### src/rtl/sgpio_rx_deser_if.sv
// SGPIO receive bus: serial pins from the baseboard CPLD plus the deserialized
// drive-activity results. The deserializer uses the slave modport.
interface sgpio_rx_deser_if #(
    parameter int NBITS = 36
);
    logic             SGPIO_CK;
    logic             SGPIO_LD;
    logic             SGPIO_DATA;
    logic [NBITS-1:0] ACT_LED;
    logic             FRAME_VALID;
    logic             FRAME_ERR;
    logic             LINK_OK;

    modport master (
        output SGPIO_CK, SGPIO_LD, SGPIO_DATA,
        input  ACT_LED, FRAME_VALID, FRAME_ERR, LINK_OK
    );

    modport slave (
        input  SGPIO_CK, SGPIO_LD, SGPIO_DATA,
        output ACT_LED, FRAME_VALID, FRAME_ERR, LINK_OK
    );
endinterface

### src/rtl/sgpio_rx_deser.sv
// SGPIO frame deserializer: synchronizes the serial pins, collects NBITS-bit
// frames, optionally qualifies them by repetition and watches link activity.
module sgpio_rx_deser #(
    parameter int NBITS   = 36,
    parameter int TIMEOUT = 50000,
    parameter int FILTER  = 1
) (
    input logic              SYSCLK,
    input logic              RESET_N,
    sgpio_rx_deser_if.slave  sgpio
);
    localparam int CW = $clog2(NBITS + 1);
    localparam int IW = $clog2(TIMEOUT + 1);

    typedef enum logic [1:0] {IDLE = 2'd0, SHIFT = 2'd1, OVERRUN = 2'd2} state_t;

    state_t           state_q, state_d;
    logic             ck_meta_q, ck_sync_q, ck_prev_q;
    logic             ld_meta_q, ld_sync_q;
    logic             dat_meta_q, dat_sync_q;
    logic [CW-1:0]    cnt_q, cnt_d;
    logic [NBITS-1:0] shift_q, shift_d;
    logic             long_err_q, long_err_d;
    logic             done_q, err_q;
    logic [NBITS-1:0] cmp_q, act_q;
    logic             cmp_vld_q, fv_q, link_q;
    logic [IW-1:0]    idle_q;
    logic             sample, timeout;
    logic             complete, err_short, err_long;

    always_ff @(posedge SYSCLK or negedge RESET_N) begin
        if (!RESET_N) begin
            ck_meta_q  <= 1'b0;
            ck_sync_q  <= 1'b0;
            ck_prev_q  <= 1'b0;
            ld_meta_q  <= 1'b0;
            ld_sync_q  <= 1'b0;
            dat_meta_q <= 1'b0;
            dat_sync_q <= 1'b0;
        end else begin
            ck_meta_q  <= sgpio.SGPIO_CK;
            ck_sync_q  <= ck_meta_q;
            ck_prev_q  <= ck_sync_q;
            ld_meta_q  <= sgpio.SGPIO_LD;
            ld_sync_q  <= ld_meta_q;
            dat_meta_q <= sgpio.SGPIO_DATA;
            dat_sync_q <= dat_meta_q;
        end
    end

    assign sample  = ck_sync_q & ~ck_prev_q;
    assign timeout = (idle_q == IW'(TIMEOUT));

    always_ff @(posedge SYSCLK or negedge RESET_N) begin
        if (!RESET_N) begin
            idle_q <= '0;
            link_q <= 1'b0;
        end else begin
            if (sample)        idle_q <= '0;
            else if (!timeout) idle_q <= idle_q + 1'b1;
            if (sample)        link_q <= 1'b1;
            else if (timeout)  link_q <= 1'b0;
        end
    end

    always_ff @(posedge SYSCLK or negedge RESET_N) begin
        if (!RESET_N) state_q <= IDLE;
        else          state_q <= state_d;
    end

    always_comb begin
        state_d = state_q;
        if (sample) begin
            if (ld_sync_q)                                           state_d = SHIFT;
            else if (state_q == SHIFT && cnt_q == CW'(NBITS - 1))    state_d = OVERRUN;
        end else if (timeout) begin
            state_d = IDLE;
        end
    end

    always_comb begin
        complete  = sample && !ld_sync_q && state_q == SHIFT && cnt_q == CW'(NBITS - 1);
        err_short = sample && ld_sync_q && state_q == SHIFT;
        err_long  = sample && !ld_sync_q && state_q == OVERRUN && !long_err_q;
    end

    // Bit collection: LD always restarts at bit 0, whatever state we were in.
    always_comb begin
        cnt_d      = cnt_q;
        shift_d    = shift_q;
        long_err_d = long_err_q;
        if (sample && ld_sync_q) begin
            shift_d[0] = dat_sync_q;
            cnt_d      = CW'(1);
            long_err_d = 1'b0;
        end else if (sample && state_q == SHIFT) begin
            for (int i = 0; i < NBITS; i++) begin
                if (cnt_q == CW'(i)) shift_d[i] = dat_sync_q;
            end
            cnt_d = cnt_q + CW'(1);
        end
        if (err_long) long_err_d = 1'b1;
    end

    always_ff @(posedge SYSCLK or negedge RESET_N) begin
        if (!RESET_N) begin
            cnt_q      <= '0;
            shift_q    <= '0;
            long_err_q <= 1'b0;
            done_q     <= 1'b0;
            err_q      <= 1'b0;
        end else begin
            cnt_q      <= cnt_d;
            shift_q    <= shift_d;
            long_err_q <= long_err_d;
            done_q     <= complete;
            err_q      <= err_short | err_long;
        end
    end

    // Qualification stage: one cycle after completion, before the next sample can land.
    always_ff @(posedge SYSCLK or negedge RESET_N) begin
        if (!RESET_N) begin
            act_q     <= '0;
            cmp_q     <= '0;
            cmp_vld_q <= 1'b0;
            fv_q      <= 1'b0;
        end else begin
            fv_q <= 1'b0;
            if (timeout) begin
                act_q     <= '0;
                cmp_vld_q <= 1'b0;
            end else if (done_q) begin
                if (FILTER == 0 || (cmp_vld_q && shift_q == cmp_q)) begin
                    act_q <= shift_q;
                    fv_q  <= 1'b1;
                end
                cmp_q     <= shift_q;
                cmp_vld_q <= 1'b1;
            end
        end
    end

    assign sgpio.ACT_LED     = act_q;
    assign sgpio.FRAME_VALID = fv_q;
    assign sgpio.FRAME_ERR   = err_q;
    assign sgpio.LINK_OK     = link_q;
endmodule

### src/flat_wrapper.sv
// flat-port wrapper written by rule: the top's interface ports become plain ports
module sgpio_rx_deser_flat 
#(
    parameter int NBITS   = 36,
    parameter int TIMEOUT = 50000,
    parameter int FILTER  = 1
)
  (SYSCLK, RESET_N, sgpio_SGPIO_CK, sgpio_SGPIO_LD, sgpio_SGPIO_DATA, sgpio_ACT_LED, sgpio_FRAME_VALID, sgpio_FRAME_ERR, sgpio_LINK_OK);
  sgpio_rx_deser_if #(.NBITS(NBITS)) sgpio_i ();
  input logic SYSCLK;
  input logic RESET_N;
  input wire logic [$bits(sgpio_i.SGPIO_CK)-1:0] sgpio_SGPIO_CK;
  input wire logic [$bits(sgpio_i.SGPIO_LD)-1:0] sgpio_SGPIO_LD;
  input wire logic [$bits(sgpio_i.SGPIO_DATA)-1:0] sgpio_SGPIO_DATA;
  output wire logic [$bits(sgpio_i.ACT_LED)-1:0] sgpio_ACT_LED;
  output wire logic [$bits(sgpio_i.FRAME_VALID)-1:0] sgpio_FRAME_VALID;
  output wire logic [$bits(sgpio_i.FRAME_ERR)-1:0] sgpio_FRAME_ERR;
  output wire logic [$bits(sgpio_i.LINK_OK)-1:0] sgpio_LINK_OK;
  assign sgpio_i.SGPIO_CK = sgpio_SGPIO_CK;
  assign sgpio_i.SGPIO_LD = sgpio_SGPIO_LD;
  assign sgpio_i.SGPIO_DATA = sgpio_SGPIO_DATA;
  assign sgpio_ACT_LED = sgpio_i.ACT_LED;
  assign sgpio_FRAME_VALID = sgpio_i.FRAME_VALID;
  assign sgpio_FRAME_ERR = sgpio_i.FRAME_ERR;
  assign sgpio_LINK_OK = sgpio_i.LINK_OK;
  sgpio_rx_deser #(.NBITS(NBITS), .TIMEOUT(TIMEOUT), .FILTER(FILTER)) u_core (.SYSCLK(SYSCLK), .RESET_N(RESET_N), .sgpio(sgpio_i));
endmodule
### config.mk
export PLATFORM = sky130hd
export DESIGN_NAME = sgpio_rx_deser_flat
export DESIGN_NICKNAME = d
export VERILOG_FILES = /design/src/rtl/sgpio_rx_deser_if.sv /design/src/rtl/sgpio_rx_deser.sv /design/src/flat_wrapper.sv
export SDC_FILE = /design/constraint.sdc
export NUM_CORES = 1
export LEC_CHECK = 0
export BUFFER_PORTS_ARGS = -buffer_cell sky130_fd_sc_hd__clkbuf_2
export CAP_MARGIN = 0
export CORE_MARGIN = 1
export CORE_UTILIZATION = 50
export CTS_CLUSTER_SIZE = 24
export DETAILED_ROUTE_END_ITERATION = 8
export GPL_ROUTABILITY_DRIVEN = 0
export PLACE_DENSITY = 0.65
export RECOVER_POWER = 100
export SLEW_MARGIN = 5
export SYNTH_ARGS = -nofsm -noshare
export SYNTH_HDL_FRONTEND = slang
export SYNTH_SLANG_ARGS = --single-unit
### constraint.sdc
create_clock -name SYSCLK -period 4.2 [get_ports SYSCLK]
set_clock_uncertainty 0.2 [all_clocks]
set_input_delay 0.42 -clock SYSCLK [delete_from_list [all_inputs] [get_ports SYSCLK]]
set_output_delay 0.42 -clock SYSCLK [all_outputs]
set_load 0.02 [all_outputs]
# Word level (Yosys, flattened, before mapping)
# Cells that the tools add are included.
# totals
regBits,145
# classes
n_addsub,2
n_eq_ne,41
muxes,23
bitwise_logic,5
reduce_logical,58
# op_table
cell,count
$mux 36,3
$reduce_and 3->1,35
$eq 6x5->1 const B,16
$eq 6x4->1 const B,8
$eq 36x36->1,1
$mux 16,2
$eq 6x3->1 const B,4
$eq 6x6->1 const B,4
$add 16x1->16 const B,1
$eq 16x16->1 const B,1
$eq 6x2->1 const B,2
$mux 1,12
$mux 6,2
$reduce_bool 2->1,6
$logic_and 1x1->1,10
$mux 2,4
$reduce_and 2->1,4
$add 6x1->6 const B,1
$eq 6x1->1 const B,1
$logic_not 6->1,1
$ne 3x2->1 const B,1
$not 1->1,3
$eq 2x1->1 const B,1
$eq 2x2->1 const B,1
other kinds (4),5

# Logic depth before layout (Yosys ltp)
# Gate-level depths: netlist of run 1.
# depth
ltp_word,6
depth_mapped,9
ltp_nobuf,7

# Worst setup path after synthesis of run 1
# Ideal clock, no wire load.
# synth_path
kind,reg2reg
start,register u_core.idle_q[0]
end,register u_core.cmp_q[0]
arrival_ns,1.831
slack_ns,2.044
path_stages_with_launch,10
n_path_buf,3
cell_sequence,dfrtp_1 inv_1 ha_1 nor4b_1 and4_1 buf_2 nand2b_1 buf_4 buf_6 mux2_2
# synth_between
elab_chain_len,3
# synth_rtl
element,line_no,rtl
from (decl),sgpio_rx_deser.sv:27,logic [IW-1:0] idle_q;
from (signal assigned),sgpio_rx_deser.sv:60,else if (!timeout) idle_q <= idle_q + 1'b1;
$eq 16x16->1,sgpio_rx_deser.sv:52,assign timeout = (idle_q == IW'(TIMEOUT));
$not 1->1 (no source line),-,
$reduce_and 2->1 (no source line),-,
to (signal assigned),sgpio_rx_deser.sv:138,cmp_q <= shift_q;
to (decl),sgpio_rx_deser.sv:25,"logic [NBITS-1:0] cmp_q, act_q;"
# Every way passes these cells.
# A chain may end at the register's enable or synchronous reset.

# Final worst setup path of run 1
# layout_path
start,register u_core.ck_prev_q
end,register u_core.shift_q[19]
# layout_between
elab_chain_len,5
elab_cells_between_ends,6
# layout_rtl
element,line_no,rtl
from (decl),sgpio_rx_deser.sv:18,"logic ck_meta_q, ck_sync_q, ck_prev_q;"
from (signal assigned),sgpio_rx_deser.sv:43,ck_prev_q <= ck_sync_q;
$not 1->1 (*),sgpio_rx_deser.sv:51,assign sample = ck_sync_q & ~ck_prev_q;
$and 1x1->1 (*),sgpio_rx_deser.sv:51,
$logic_and 1x1->1,sgpio_rx_deser.sv:92,if (sample && ld_sync_q) begin
$not 1->1 (no source line),-,
$reduce_and 3->1 (no source line) (*),-,
to (signal assigned),sgpio_rx_deser.sv:114,shift_q <= shift_d;
to (decl),sgpio_rx_deser.sv:22,"logic [NBITS-1:0] shift_q, shift_d;"
# Mark *: on every way between the ends. The rest lies on a longest branch, timed or not.

==> flow_summary.toml, run 1 <==
[clocking]
cts_hold_buffers = 4
clk_pin_slew_ns = 0.05
cts_buffers = 17
clock_sinks = 145
postCtsSetupBuffers = 0
root_buffer = "clkbuf_16"
post_cts_resized = 0
clk_latency_ns = 0.42
cts_tree = "built"
clk_path_buf_depth = 2
cts.htree.levels = 4

[routing]
ant_nets = 0
drt_pass1_iterations = 4
routedWlPerCell_um = 17.8
first_iter_violations = 288
vias = 4599
drc = 0
via_per_inst = 5.65
wirelength_mm = 14.5

[power_and_ir_drop]
swShare_pct = 29.4
intPower_uw = 2480
pwr-share-seq_pct = 43.8
p_clk_share_pct = 40.6
p_comb_share_pct = 15.6
switchingPower_uw = 1030
power.leakage_uw = 0.00358
ir_drop_mv = 0.256
powerDensity_nw_per_um2 = 464

[setup_path]
crit_buf_inv = 0
critPathCaptureType = "flip-flop"
r2r_setup_slack_ns = 1.02
crit_type = "reg2reg"
cp_data_required_time_ns = 4.30
critPathTopFamily = "simple AND/OR/NAND/NOR gates"
arrival_ns = 3.28
cp_max_fo = 12
timing.critical_path.cells = "nand2b_1, nor3_1, nand2_1, nor4_1, mux2_2"
slowest_stage = "nor3_1"
start_kind = "flip-flop"
critPathMaxStageDelay_ns = 0.90

[global_routing]
grt_use_total_pct = 22.2
grt_overflow_total = 0
antenna_found_initial = 0
grt_pass1_wl_mm = 24.0
grt_pass1_vias = 4734
grt_start_max_net_pins = 97

[placed_design]
placed_cell_area_um2 = 7050
dp_hpwl_mm = 9.41
io_buffers = 43
place_ws_ns = 1.30

[timing]
max_slew_margin_pct = -58.6
drv_slew = 97
setup_slack_ns = 1.02
clock.fmax_ghz = 0.314
rsz0062_at_grt = "no"
worst_pin_slew_ns = 2.38
setup_violations = 0
finalCritPeriodShare_pct = 75.7
fin_tns_setup_ns = 0
min_period_ns = 3.18
hold_viol = 0

[worst_hold_path]
hold_path.class = "reg2reg"

[floorplanning]
dieArea_um2 = 14000
dieHeight_um = 118
coreArea_um2 = 13200
io_pins = 44
num_rows = 42
floorplan.initialDensity_pct = 51.1
dieWidth_um = 118

[yosys]
synth.area.top_cells = "dfrtp_1, mux2_2, xor2_1"
ys_seq_area_share_pct = 53.6
synthCells = 588
synthDistinctLibCells = 38
synth_nets = 599
yosysWarnings = 0
ys_ff_latch = 145
synth_area_per_cell_um2 = 11.5
yosys.area.top_type = "dfrtp_1"
yosys.area.top_type_share_pct = 53.6
netlist_area_um2 = 6770

[final_layout]
n_antenna_cell = 0
fin_area_um2 = 7570
drive_gt1_share_pct = 18.3
syn_to_final_growth_pct = 11.8
final_cell_mix = "dfrtp_1, mux2_2, nor2_1, clkbuf_1, xor2_1"
final_common_cell = "dfrtp_1"
nNetsFinal = 636

[status]
outcome = "finished with violations"
failed_checks = "max-capacitance violations, max-slew violations"

[run]
maxCapViolCount = 1
-- power groups by stage --
stage	registers (µW)	clock network (µW)	logic (µW)
detailed placement	1560	0	544
floorplan	1530	0	462
global placement	1560	0	521
global route	1550	1520	598
finish	1540	1430	549
CTS	1540	1450	554
-- stage by stage --
| stage | hold WS (ns) | power, µW | cells | util (%) |
|---|---|---|---|---|
| after floorplan | -0.0756 | 1990 | 588 | - |
| after global placement | 0.134 | 2080 | 778 | 53.2 |
| after detailed placement | 0.143 | 2110 | 778 | 53.2 |
| after CTS | 0.155 | 3540 | 814 | 57.8 |
| after global routing | 0.157 | 3660 | 814 | 57.2 |
| final | 0.151 | 3520 | 814 | 57.2 |
-- kinds of logic (layout without fill, tap and decap cells) --
group | Yosys count | in the layout | synth area share (%)
adders and majority gates | 6 | 6 | 1.11
AOI/OAI and AO/OA | 88 | 88 | 7.93
xor gates and xnor gates | 51 | 51 | 6.60
DFF | 145 | 145 | 53.6
and+or+nand+nor | 178 | 178 | 14.4
buffers and inverters | 47 | 97 | 4.25
muxes | 73 | 73 | 12.1
-- worst register-to-register path: stages, from the launching register on --
cell,delay (ns)
dfrtp_1,0.38
nand2b_1,0.23
nor3_1,0.90
nand2_1,0.53
nor4_1,0.46
mux2_2,0.38
-- layout make-up --
cell class                 instances  area [µm²]
clock buffer                      27         513
clock inverter                     5        50.0
fill                            1147        5670
inverter                           6        22.5
multi-input combinational        396        2860
sequential                       145        3630
tap                              176         220
timing repair buffer              59         280
-- Yosys cell counts, drive strengths merged --
cell type	count
nand4	45
nor2b	5
nand2b	3
nand2	22
buf	29
clkbuf	12
nor4b	3
xnor2	6
nand3	8
xor2	45
and4	6
mux2i	1
nor3	4
inv	6
nor3b	2
nor4	10
and3	2
nand3b	1
o21ai	6
nor4bb	1
a31oi	1
dfrtp	145
and2	1
nor2	57
mux2	72
and3b	1
ha	6
or3	6
a21oi	43
or3b	1
o31ai	38
-- path summary, 6_finish.rpt --
kind | to | startpoint | depth (start not counted)
min in group asynchronous | u_core.sgpio.ACT_LED[3] | RESET_N | 2
min reg2reg | u_core.ck_sync_q | u_core.ck_meta_q | 0
max reg2reg | u_core.shift_q[19] | u_core.ck_prev_q | 5
max | u_core.shift_q[19] | u_core.ck_prev_q | 5
min | u_core.ck_sync_q | u_core.ck_meta_q | 0
max in group asynchronous | u_core.shift_q[17] | RESET_N | 3
-- registers in the layout, summed over array words and instances, names as in the netlist --
name,cells
u_core.sgpio.FRAME_VALID,1
u_core.state_q,2
u_core.cmp_q,36
u_core.shift_q,36
u_core.ck_sync_q,1
u_core.sgpio.ACT_LED,36
u_core.sgpio.LINK_OK,1
u_core.dat_meta_q,1
u_core.ck_prev_q,1
u_core.long_err_q,1
u_core.idle_q,16
u_core.cmp_vld_q,1
u_core.done_q,1
u_core.sgpio.FRAME_ERR,1
u_core.ld_sync_q,1
u_core.ld_meta_q,1
u_core.ck_meta_q,1
u_core.dat_sync_q,1
u_core.cnt_q,6
-- layer usage --
metal	share of wire, %	routed length (µm)	global-route usage (%)	vias up
met3	2.8	400	4.25	28
met4	2.7	391	10.8	0
li1	-	-	-	2190
met5	0	0	0	-
met1	46	6650	28.8	2299
met2	49	7040	36.0	82
(Power assumes the default switching activity.)
==> inputs of run 2 (changes only) <==
==> constraint.sdc (replaced) <==
create_clock -name SYSCLK -period 2.95 [get_ports SYSCLK]
set_clock_uncertainty 0.2 [all_clocks]
set_input_delay 0.295 -clock SYSCLK [delete_from_list [all_inputs] [get_ports SYSCLK]]
set_output_delay 0.295 -clock SYSCLK [all_outputs]
set_load 0.02 [all_outputs]
==> run 2 against run 1 <==
The run now ends clean. Power grew 47%. Sequential cell count is the same. Global-route usage grew 0.40 points. Critical endpoint is now u_core.shift_q[22]. Largest cell class unchanged. Highest routed layer unchanged.
==> flow_summary.toml, run 2 (synthesis results as in run 1) <==
[setup_path]
cp_max_fo = 11
slowest_stage = "clkbuf_1"
r2r_start = "u_core.ck_prev_q"
cp_data_required_time_ns = 3.07
timing.critical_path.cells = "nand2b_1, nor3_1, clkbuf_1, nand2_1, nor2_1, mux2_2"
reg2reg_to = "u_core.shift_q[22]"
start_kind = "flip-flop"
crit_type = "reg2reg"
r2r_setup_slack_ns = 0.46
critPathCaptureType = "flip-flop"
arrival_ns = 2.60
critPathMaxStageDelay_ns = 0.39
worstRegToRegCells = 6

[floorplanning]
floorplan.initialDensity_pct = 51.1
dieWidth_um = 118
io_pins = 44
num_rows = 42
dieArea_um2 = 14000
coreArea_um2 = 13200
dieHeight_um = 118

[clocking]
post_cts_resized = 0
cts.htree.levels = 4
clk_pin_slew_ns = 0.06
root_buffer = "clkbuf_16"
clock_sinks = 145
clk_path_buf_depth = 2
cts_tree = "built"
cts_buffers = 17
clk_latency_ns = 0.43

[routing]
wirelength_mm = 14.6
drc = 0
first_iter_violations = 330
drt_pass1_iterations = 4
ant_nets = 0
routedWlPerCell_um = 17.9
vias = 4689
via_per_inst = 5.73

[timing]
rsz0062_at_grt = "no"
min_period_ns = 2.49
setup_violations = 0
drv_slew = 0
finalCritPeriodShare_pct = 84.3
fin_tns_setup_ns = 0
max_slew_margin_pct = 22.8
worst_pin_slew_ns = 1.16
clock.fmax_ghz = 0.402
hold_viol = 0

[worst_hold_path]
whs_endpoint = "u_core.ld_sync_q"
hold_path.class = "reg2reg"
holdPathStages = 0
hp-start = "u_core.ld_meta_q"

[final_layout]
nNetsFinal = 641
syn_to_final_growth_pct = 13.5
layout.cells.non_filler = 819
finalCoreUtilization_pct = 58.0
fin_area_um2 = 7690
final_common_cell = "dfrtp_1"
drive_gt1_share_pct = 19.3
final_cell_mix = "dfrtp_1, mux2_2, nor2_1, clkbuf_1, xor2_1"
n_antenna_cell = 0

[power_and_ir_drop]
powerDensity_nw_per_um2 = 672
power.leakage_uw = 0.00363
ir_drop_mv = 0.473
finalPower_uw = 5170

[global_routing]
grt_use_total_pct = 22.6
grt_start_max_net_pins = 76
antenna_found_initial = 0
grt_pass1_vias = 4738
grt_overflow_total = 0
grt_pass1_wl_mm = 24.4

[placed_design]
placed_cell_area_um2 = 7120
io_buffers = 43
dp_hpwl_mm = 9.61
dpl.cell_count = 783

[status]
outcome = "finished clean"

[run]
maxCapViolCount = 0
[run 2: area by class of cell]
class                           instances  area, µm²
Clock inverter                         10        134
Multi-Input combinational cell        396       2860
Fill cell                            1140       5560
Timing Repair Buffer                   64        360
Clock buffer                           22        464
Inverter                                6       22.5
Sequential cell                       145       3630
Tap cell                              176        220
[run 2: worst max path at each step]
stage                                  start                       end  slack (ns)  cells past startpoint
after floorplan             u_core.idle_q[0]           u_core.cmp_q[0]        0.79                      9
after global placement    u_core.shift_q[31]  u_core.sgpio.ACT_LED[31]        0.53                      6
after detailed placement   u_core.shift_q[9]  u_core.sgpio.ACT_LED[18]        0.50                      6
after CTS                  u_core.shift_q[9]  u_core.sgpio.ACT_LED[18]        0.48                      6
after global routing        u_core.ck_prev_q        u_core.shift_q[22]        0.29                      6
final                       u_core.ck_prev_q        u_core.shift_q[22]        0.46                      6
[run 2: layer usage]
| metal | GRT usage (%) | wire length (µm) | vias up |
|---|---|---|---|
| met1 | 29.7 | 6620 | 2381 |
| met5 | 0 | 0 | - |
| met4 | 8.07 | 160 | 0 |
| met2 | 36.5 | 7290 | 86 |
| met3 | 5.69 | 563 | 16 |
| li1 | - | - | 2206 |
[run 2: stage by stage]
stage,hold WS (ns),setup slack [ns]
finish,0.150,0.464
global route,0.154,0.290
CTS,0.149,0.479
detailed placement,0.136,0.505
global placement,0.138,0.529
floorplan,-0.201,0.794
[run 2: repair_timing]
action	in CTS	in global routing
hold endpoints to repair	75	0
hold buffers	4	0
setup buffers	0	0
[run 2: worst max-delay path, delay by kind of cell (launching register included)]
kind          cells  cell delay [ns]
mux               1             0.35
buf+inv           1             0.39
simple gates      4             1.05
flops             1             0.38
[run 2: power breakdown]
| group | internal (µW) | switching (µW) | total (µW) | leakage [µW] |
|---|---|---|---|---|
| combinational | 223 | 580 | 803 | 0.00135 |
| sequential | 2070 | 119 | 2190 | 0.00199 |
| clock | 1370 | 809 | 2180 | 0.000290 |
| total | 3660 | 1510 | 5170 | 0.00363 |
